[config.mk]
export PLATFORM = sky130hd
export DESIGN_NAME = barrel_shift_arbiter
export DESIGN_NICKNAME = d
export VERILOG_FILES = /design/src/rtl/barrel_shift_arbiter.sv
export SDC_FILE = /design/constraint.sdc
export NUM_CORES = 1
export LEC_CHECK = 0
export CAP_MARGIN = 15
export CORE_AREA = 2 2 76 151
export DETAILED_ROUTE_END_ITERATION = 8
export DIE_AREA = 0 0 78 153
export SYNTH_ARGS = -nofsm -noshare
export SYNTH_HDL_FRONTEND = slang
export SYNTH_SLANG_ARGS = --single-unit
[constraint.sdc]
create_clock -name clk -period 2.2 [get_ports clk]
set_input_delay 0.33 -clock clk [delete_from_list [all_inputs] [get_ports clk]]
set_output_delay 0.33 -clock clk [all_outputs]
set_load 0.005 [all_outputs]
[src/rtl/barrel_shift_arbiter.sv]
// Round-robin shares one 8-bit rotator between two valid/ready requesters; result registered (1-cycle latency).
// A held result that is not drained blocks all grants; drain and load may happen on the same edge.
module barrel_shift_arbiter #(
    parameter int CNT_W = 16
) (
    input  logic             clk,
    input  logic             rst_n,
    input  logic             r0_valid,
    output logic             r0_ready,
    input  logic [7:0]       r0_data,
    input  logic [2:0]       r0_amt,
    input  logic             r0_dir,
    input  logic             r1_valid,
    output logic             r1_ready,
    input  logic [7:0]       r1_data,
    input  logic [2:0]       r1_amt,
    input  logic             r1_dir,
    output logic             out_valid,
    input  logic             out_ready,
    output logic [7:0]       out_data,
    output logic             out_id,
    output logic [CNT_W-1:0] cnt0,
    output logic [CNT_W-1:0] cnt1
);

    localparam logic [CNT_W-1:0] CNT_ONE = {{(CNT_W-1){1'b0}}, 1'b1};
    localparam logic [CNT_W-1:0] CNT_MAX = {CNT_W{1'b1}};

    logic             prio_q,      prio_d;
    logic             out_valid_q, out_valid_d;
    logic [7:0]       out_data_q,  out_data_d;
    logic             out_id_q,    out_id_d;
    logic [CNT_W-1:0] cnt0_q,      cnt0_d;
    logic [CNT_W-1:0] cnt1_q,      cnt1_d;
    logic             can_load;
    logic             gnt0;
    logic             gnt1;

    // Doubling the operand turns a cyclic rotate into a plain shift plus slice.
    function automatic logic [7:0] rotate8(input logic [7:0] d, input logic [2:0] k,
                                           input logic left);
        logic [15:0] w;
        if (left) begin
            w = {d, d} << k;
            rotate8 = w[15:8];
        end else begin
            w = {d, d} >> k;
            rotate8 = w[7:0];
        end
    endfunction

    always_comb begin
        can_load    = !out_valid_q || out_ready;
        gnt0        = rst_n && can_load && r0_valid && (!r1_valid || !prio_q);
        gnt1        = rst_n && can_load && r1_valid && (!r0_valid ||  prio_q);

        prio_d      = prio_q;
        out_valid_d = out_valid_q;
        out_data_d  = out_data_q;
        out_id_d    = out_id_q;
        cnt0_d      = cnt0_q;
        cnt1_d      = cnt1_q;

        if (gnt0) begin
            out_data_d  = rotate8(r0_data, r0_amt, r0_dir);
            out_id_d    = 1'b0;
            out_valid_d = 1'b1;
            prio_d      = 1'b1;
            if (cnt0_q != CNT_MAX) cnt0_d = cnt0_q + CNT_ONE;
        end else if (gnt1) begin
            out_data_d  = rotate8(r1_data, r1_amt, r1_dir);
            out_id_d    = 1'b1;
            out_valid_d = 1'b1;
            prio_d      = 1'b0;
            if (cnt1_q != CNT_MAX) cnt1_d = cnt1_q + CNT_ONE;
        end else if (out_ready) begin
            out_valid_d = 1'b0;
        end
    end

    always_ff @(posedge clk) begin
        if (!rst_n) begin
            prio_q      <= 1'b0;
            out_valid_q <= 1'b0;
            out_data_q  <= 8'h00;
            out_id_q    <= 1'b0;
            cnt0_q      <= '0;
            cnt1_q      <= '0;
        end else begin
            prio_q      <= prio_d;
            out_valid_q <= out_valid_d;
            out_data_q  <= out_data_d;
            out_id_q    <= out_id_d;
            cnt0_q      <= cnt0_d;
            cnt1_q      <= cnt1_d;
        end
    end

    assign r0_ready  = gnt0;
    assign r1_ready  = gnt1;
    assign out_valid = out_valid_q;
    assign out_data  = out_data_q;
    assign out_id    = out_id_q;
    assign cnt0      = cnt0_q;
    assign cnt1      = cnt1_q;

endmodule

==> results of run 1 <==
-- layout make-up --
type | count | area, um2
fill | 1122 | 6190
multi-input combinational | 307 | 2190
timing repair buffer | 133 | 1190
sequential | 43 | 861
tap | 140 | 175
clock buffer | 6 | 129
inverter | 15 | 61.3
clock inverter | 2 | 12.5
-- per-layer routing --
layer  GRT usage  wire [um]  up-vias
li1            -          -     1703
met1       0.158       3620     1664
met2       0.377       6160       95
met3      0.0207        279       33
met4       0.103        508        0
met5           0          0        -
-- flip-flops by register name (all words and copies together) (netlist names) --
register	flops
prio_q	1
cnt1	16
cnt0	16
out_data	8
out_valid	1
out_id	1
-- Yosys cell counts (6+ instances only) --
cell type  instances
nand2b_1           8
o31ai_1           12
o31a_1             7
buf_2              6
nand3_1           11
nor3_1            13
nand4_1            9
or3_1              8
mux2_2            11
nor2_1            30
dfxtp_1           43
nand2_1           37
xnor2_1            8
a21oi_1           18
mux2i_1           37
o22ai_1            7
mux4_2             6
inv_1             13
o211ai_1           6
clkbuf_1          12
o21ai_0           23
-- report_power, final --
group | switching, mW | internal, mW | leakage, nW
Clock | 0.324 | 0.420 | 0.0669
Sequential | 0.0219 | 0.802 | 0.349
Combinational | 0.251 | 0.274 | 1.30
Total | 0.597 | 1.50 | 1.71
-- logic make-up after synthesis --
| group | count (synthesis) |
|---|---|
| XOR/XNOR | 10 |
| adder cells (fa/ha/maj) | 2 |
| AND/OR/NAND/NOR | 136 |
| AO/OA/AOI/OAI | 105 |
| flip-flops | 43 |
| multiplexers | 54 |
| buffers and inverters | 34 |
-- repair_timing --
| item | CTS | global route |
|---|---|---|
| hold buffers | 0 | 0 |
| hold endpoints to repair | 0 | 0 |
| setup endpoints to repair | 2 | 6 |
| pin swaps | 0 | 1 |
| setup buffers | 2 | 0 |
| resized for setup | 3 | 6 |
-- how the worst max path moves through the flow --
stage          slack, ns  cells after the start      start          end
2_1_floorplan       0.25                      6  r1_amt[0]  out_data[3]
3_3_place_gp       -0.20                      7   r0_valid     cnt0[13]
3_5_place_dp       -0.19                      6   r0_valid     cnt0[15]
4_1_cts             0.02                      7   r0_valid     r1_ready
5_1_grt            -0.04                      8   r0_valid     cnt0[11]
6_report            0.05                      8   r0_valid     cnt0[11]
-- critical path, cell delays in order --
cell and delay [ns]:
clkdlybuf4s50_1 0.48, a21bo_1 0.22, buf_4 0.13, or4_4 0.50, buf_4 0.16, nor4_2 0.29
xnor2_1 0.15, nor2_1 0.05
-- layout by cell type (no fill, tap or decap), types with 11 or more instances in the layout --
cell	n
dfxtp_1	43
o21ai_0	23
buf_4	60
nand3_1	11
mux2i_1	37
mux2_2	11
inv_1	13
nor3_1	13
a21oi_1	18
clkdlybuf4s50_1	70
nand2_1	37
nor2_1	30
o31ai_1	12
==> impl_metrics.csv, run 1 <==
group,metric,value,unit
die,ioPinCount,73,
yosys,seq_area_frac_synth,0.273,
yosys,synth_top_area_cell,"dfxtp_1",
min_path,min_path_cells,1,
yosys,synth_cell_types,52,
yosys,synthSimpleGateAreaFrac,0.210,
global_routing,track_usage,0.182,
yosys,yosysWarningCount,0,
timing,setup_slack,0.0499,ns
die,core,10800,um2
timing,drv_slew,0,
clock_network,tritoncts,"done",
setup_path,critPathCaptureType,"register",
setup_path,crit_required,2.37,ns
power_and_ir_drop,p_per_area,453,nW/um2
route,vias,3495,
route,routed_wl,10600,um
yosys,synthCells,384,
yosys,synth_fa_ha_area_frac,0.00793,
placed_design,hpwl,8420,um
cells_and_area,layout-drive-gt1-share,0.190,
die,die_h,153,um
timing,setup_tns,0,ns
placed_design,portBuffers,72,
setup_path,worstReg2RegEnd,"cnt0[11]",
route,drtIter0Drc,84,
placed_design,place.gp.congestion,0.901,
global_routing,grt_pass1_vias,3690,
route,viasPerCell,5.41,
die,dieWidth,78,um
setup_path,worst-path-max-fanout,2,
cells_and_area,stdcell_count,646,
timing,final_hold_viol_count,0,
setup_path,cp-start-kind,"primary input",
min_path,min_to,"cnt0[15]",
placed_design,pre_cts_ws,-0.192,ns
timing,finClkSkew,0.00560,ns
global_routing,grt_max_degree,27,
placed_design,placed_area,4420,um2
global_routing,grt_overflow,0,
clock_network,htree_levels,2,
die,dieArea,11900,um2
status,outcome,"complete, no violations",
placed_design,dpl.cell_count,636,
yosys,synthFlopType,"dfxtp_1",
timing,period_needed,2.15,ns
cells_and_area,antennaDiodeCount,0,
min_path,holdCritStartpoint,"cnt0[15]",
yosys,synth_compound_area_frac,0.235,
yosys,syn_nets,415,
timing,worst_pin_slew,0.401,ns
flow_run,cap_violations,0,
yosys,synth_top_family_by_area,"compound AO/OA/AOI/OAI gates",
cells_and_area,nNetsFinal,536,
clock_network,clk_pin_slew,0.06,ns
setup_path,regToRegSetupSlack,0.24,ns
timing,max_freq,465,MHz
setup_path,reg2reg_depth,7,
route,drc,0,
yosys,ys_async_sr_fraction,0,
yosys,synth_area,3160,um2
power_and_ir_drop,vdd_drop_max,273,uV
clock_network,root_buffer,"clkbuf_16",
power_and_ir_drop,power_leakage,1.71,nW
die,num_rows,54,
setup_path,r2r_start,"prio_q",
power_and_ir_drop,power,2.09,mW
cells_and_area,finalCoreUtilization,0.428,
yosys,synth_xor_area_frac,0.0278,
clock_network,clkLatencyLatePin,0.29,ns
die,initial_core_util,0.292,
setup_path,crit_arrival,2.32,ns
timing,relSlewSlack,0.726,
yosys,synthTopCellsByArea,"dfxtp_1 27%, mux2i_1 12%, nand2_1 4.4%, mux4_2 4.3%, mux2_2 3.9%",
clock_network,cts_buffers,5,
timing,whs,0.498,ns
yosys,synth-edff-count,0,
clock_network,cts_buffer_depth,2,
cells_and_area,finish.instance_area,4620,um2
yosys,synth.avg_cell_area,8.22,um2
min_path,hp-class,"reg -> reg",
global_routing,grt_pass1_wl,17500,um
global_routing,antenna_found_initial,0,
yosys,ys_ff_latch,43,
route,first_pass_iters,4,
timing,finalCritPeriodShare,0.977,
yosys,synth_top_area_frac,0.273,
route,antenna_left,0,
yosys,synthMuxAreaShare,0.199,
timing,setup_viol,0,
setup_path,path_class,"in -> reg",
route,wl_per_cell,16.4,um
clock_network,numClockSinks,43,
cells_and_area,areaGrowthSynthToFinish,46.5,%
(Power assumes the default switching activity.)
==> run 2: changes to the inputs <==
Settings changed: SKIP_LAST_GASP set to 1.
==> run 2 against run 1 <==
Against the previous run:
- die area is the same
- register-to-register slack about the same
- final cell count unchanged
- wire length up 0.13%
- flip-flop and latch count stayed put
- maximum frequency fell by 0.24%
- via count is 0.20% higher
- critical path depth is the same
- non-clock buffer count unchanged
- first-iteration DRC count shrank 3.6%
- clock power barely moved
- setup slack lost 0.0051 ns
- critical path type unchanged
==> impl_metrics.csv, run 2 (same netlist as run 1, synthesis figures left out) <==
group,metric,value,unit
status,outcome,"complete, no violations",
power_and_ir_drop,power_leakage,1.71,nW
setup_path,cp.depth,8,
setup_path,cp_top_family,"simple AND/OR/NAND/NOR gates",
clock_network,root_buffer,"clkbuf_16",
clock_network,clk_pin_slew,0.06,ns
cells_and_area,layout-drive-gt1-share,0.190,
power_and_ir_drop,vdd_drop_max,273,uV
setup_path,path_class,"in -> reg",
clock_network,tritoncts,"done",
die,initial_core_util,0.292,
clock_network,clkLatencyLatePin,0.29,ns
cells_and_area,nFillCells,1121,
die,die_h,153,um
global_routing,grt_pass1_wl,17500,um
timing,relSlewSlack,0.717,
placed_design,place.gp.congestion,0.901,
setup_path,critPathCaptureType,"register",
setup_path,r2r_start,"prio_q",
cells_and_area,final_cell_mix,"70 x clkdlybuf4s50_1, 60 x buf_4, 43 x dfxtp_1, 37 x nand2_1, 37 x mux2i_1",
die,num_rows,54,
route,first_pass_iters,5,
timing,period_needed,2.16,ns
route,drtIter0Drc,81,
setup_path,crit_chain,"clkdlybuf4s50_1 -> a21bo_1 -> buf_4 -> or4_4 -> buf_4 -> nor4_2 -> xnor2_1 -> nor2_1",
route,wl_per_cell,16.4,um
setup_path,cp-start-kind,"primary input",
route,drc,0,
placed_design,portBuffers,72,
setup_path,crit_arrival,2.32,ns
timing,whs,0.499,ns
power_and_ir_drop,p_switching,0.598,mW
route,vias,3502,
setup_path,worst-path-max-fanout,2,
power_and_ir_drop,power_frac_clock,0.355,
global_routing,use_met3,0.0207,
global_routing,track_usage,0.182,
route,routed_wl,10600,um
setup_path,worstReg2RegEnd,"cnt0[11]",
setup_path,crit_required,2.37,ns
power_and_ir_drop,intPower,1.50,mW
setup_path,path_common_cell,"buf_4",
flow_run,cap_violations,0,
cells_and_area,areaGrowthSynthToFinish,46.5,%
min_path,hp-class,"reg -> reg",
global_routing,grt_pass1_vias,3692,
cells_and_area,stdcell_count,646,
global_routing,grt_overflow,0,
timing,setup_viol,0,
route,antenna_left,0,
timing,drv_slew,0,
die,ioPinCount,73,
power_and_ir_drop,sequentialPowerShare,0.394,
timing,finalCritPeriodShare,0.980,
global_routing,antenna_found_initial,0,
setup_path,path_buf_inv,3,
cells_and_area,antennaDiodeCount,0,
setup_path,cp_slowest_cell,"or4_4",
setup_path,slowest_delay,0.50,ns
clock_network,cts_buffer_depth,2,
min_path,holdCritStartpoint,"cnt0[15]",
clock_network,htree_levels,2,
route,viasPerCell,5.42,
die,dieArea,11900,um2
clock_network,cts_buffers,5,
placed_design,hpwl,8420,um
timing,final_hold_viol_count,0,
power_and_ir_drop,p_per_area,453,nW/um2
setup_path,regToRegSetupSlack,0.23,ns
setup_path,endpoint,"cnt0[11]",
timing,rsz0062_at_grt,"yes",
clock_network,numClockSinks,43,
timing,finClkSkew,0.00573,ns
power_and_ir_drop,p_sw_frac,0.286,
global_routing,use_met2,0.377,
cells_and_area,nNetsFinal,536,
timing,max_freq,464,MHz
setup_path,reg2reg_depth,7,
timing,worst_pin_slew,0.414,ns
power_and_ir_drop,combPwrFrac,0.251,
cells_and_area,layout_commonest_cell,"clkdlybuf4s50_1",
cells_and_area,finalCoreUtilization,0.428,
die,core,10800,um2
die,dieWidth,78,um
global_routing,grt_max_degree,27,
placed_design,dpl.cell_count,636,
global_routing,grt_use_met1,0.158,
setup_path,cp-startpoint,"r0_valid",
clock_network,cts_hold_buf,0,
global_routing,gr-max-usage-layer,"met2",
run 2: cell counts in the layout (fill, tap and decap cells not counted):
No cell type changed its count.
run 2: repair_timing:
item                                    in CTS  in global routing
buffers inserted                             2                  0
gates resized for setup                      2                  7
endpoints found under the setup margin       2                  6
endpoints found under the hold margin        0                  0
run 2: worst min path at each step:
stage                           to  slack [ns]  cells after the start
after floorplan             prio_q        0.45                      2
after global placement    cnt0[15]        0.47                      1
after detailed placement  cnt0[15]        0.49                      1
after CTS                 cnt0[15]        0.50                      2
after global routing       cnt1[9]        0.53                      2
final                     cnt0[15]        0.50                      1
run 2: per-layer routing:
metal	routed length, um	part of all wire
met3	286	0.027
met1	3630	0.34
met5	0	0
met2	6150	0.58
met4	508	0.048
run 2: area by class of cell:
type	instances	area [um2]	share of cell area
tap	140	175	0.0379
inverter	15	61.3	0.0133
clock buffer	6	129	0.0279
clock inverter	2	12.5	0.00271
sequential	43	861	0.186
multi-input combinational	307	2190	0.474
timing repair buffer	133	1190	0.258
run 2: per-stage QoR:
stage	instance area, um2	total power [mW]	TNS, ns	worst slack, ns
global placement	4420	1.35	-1.35	-0.203
floorplan	3160	1.09	0	0.247
finish	4620	2.09	0	0.0448
CTS	4580	2.12	-0.0449	-0.0335
detailed placement	4420	1.36	-1.75	-0.192
global route	4620	2.19	-0.0448	-0.0419
run 2: power groups by stage:
stage	Combinational [mW]	Clock, mW	Sequential [mW]
floorplan	0.260	0	0.835
global placement	0.511	0	0.840
detailed placement	0.517	0	0.840
CTS	0.524	0.770	0.822
global route	0.574	0.789	0.826
finish	0.526	0.744	0.824
==> run 3: changes to the inputs <==
Settings changed: CTS_CLUSTER_SIZE set to 12.
==> results of run 3 <==
Same layout as run 2: the final DEF is identical, and so are final timing and power.
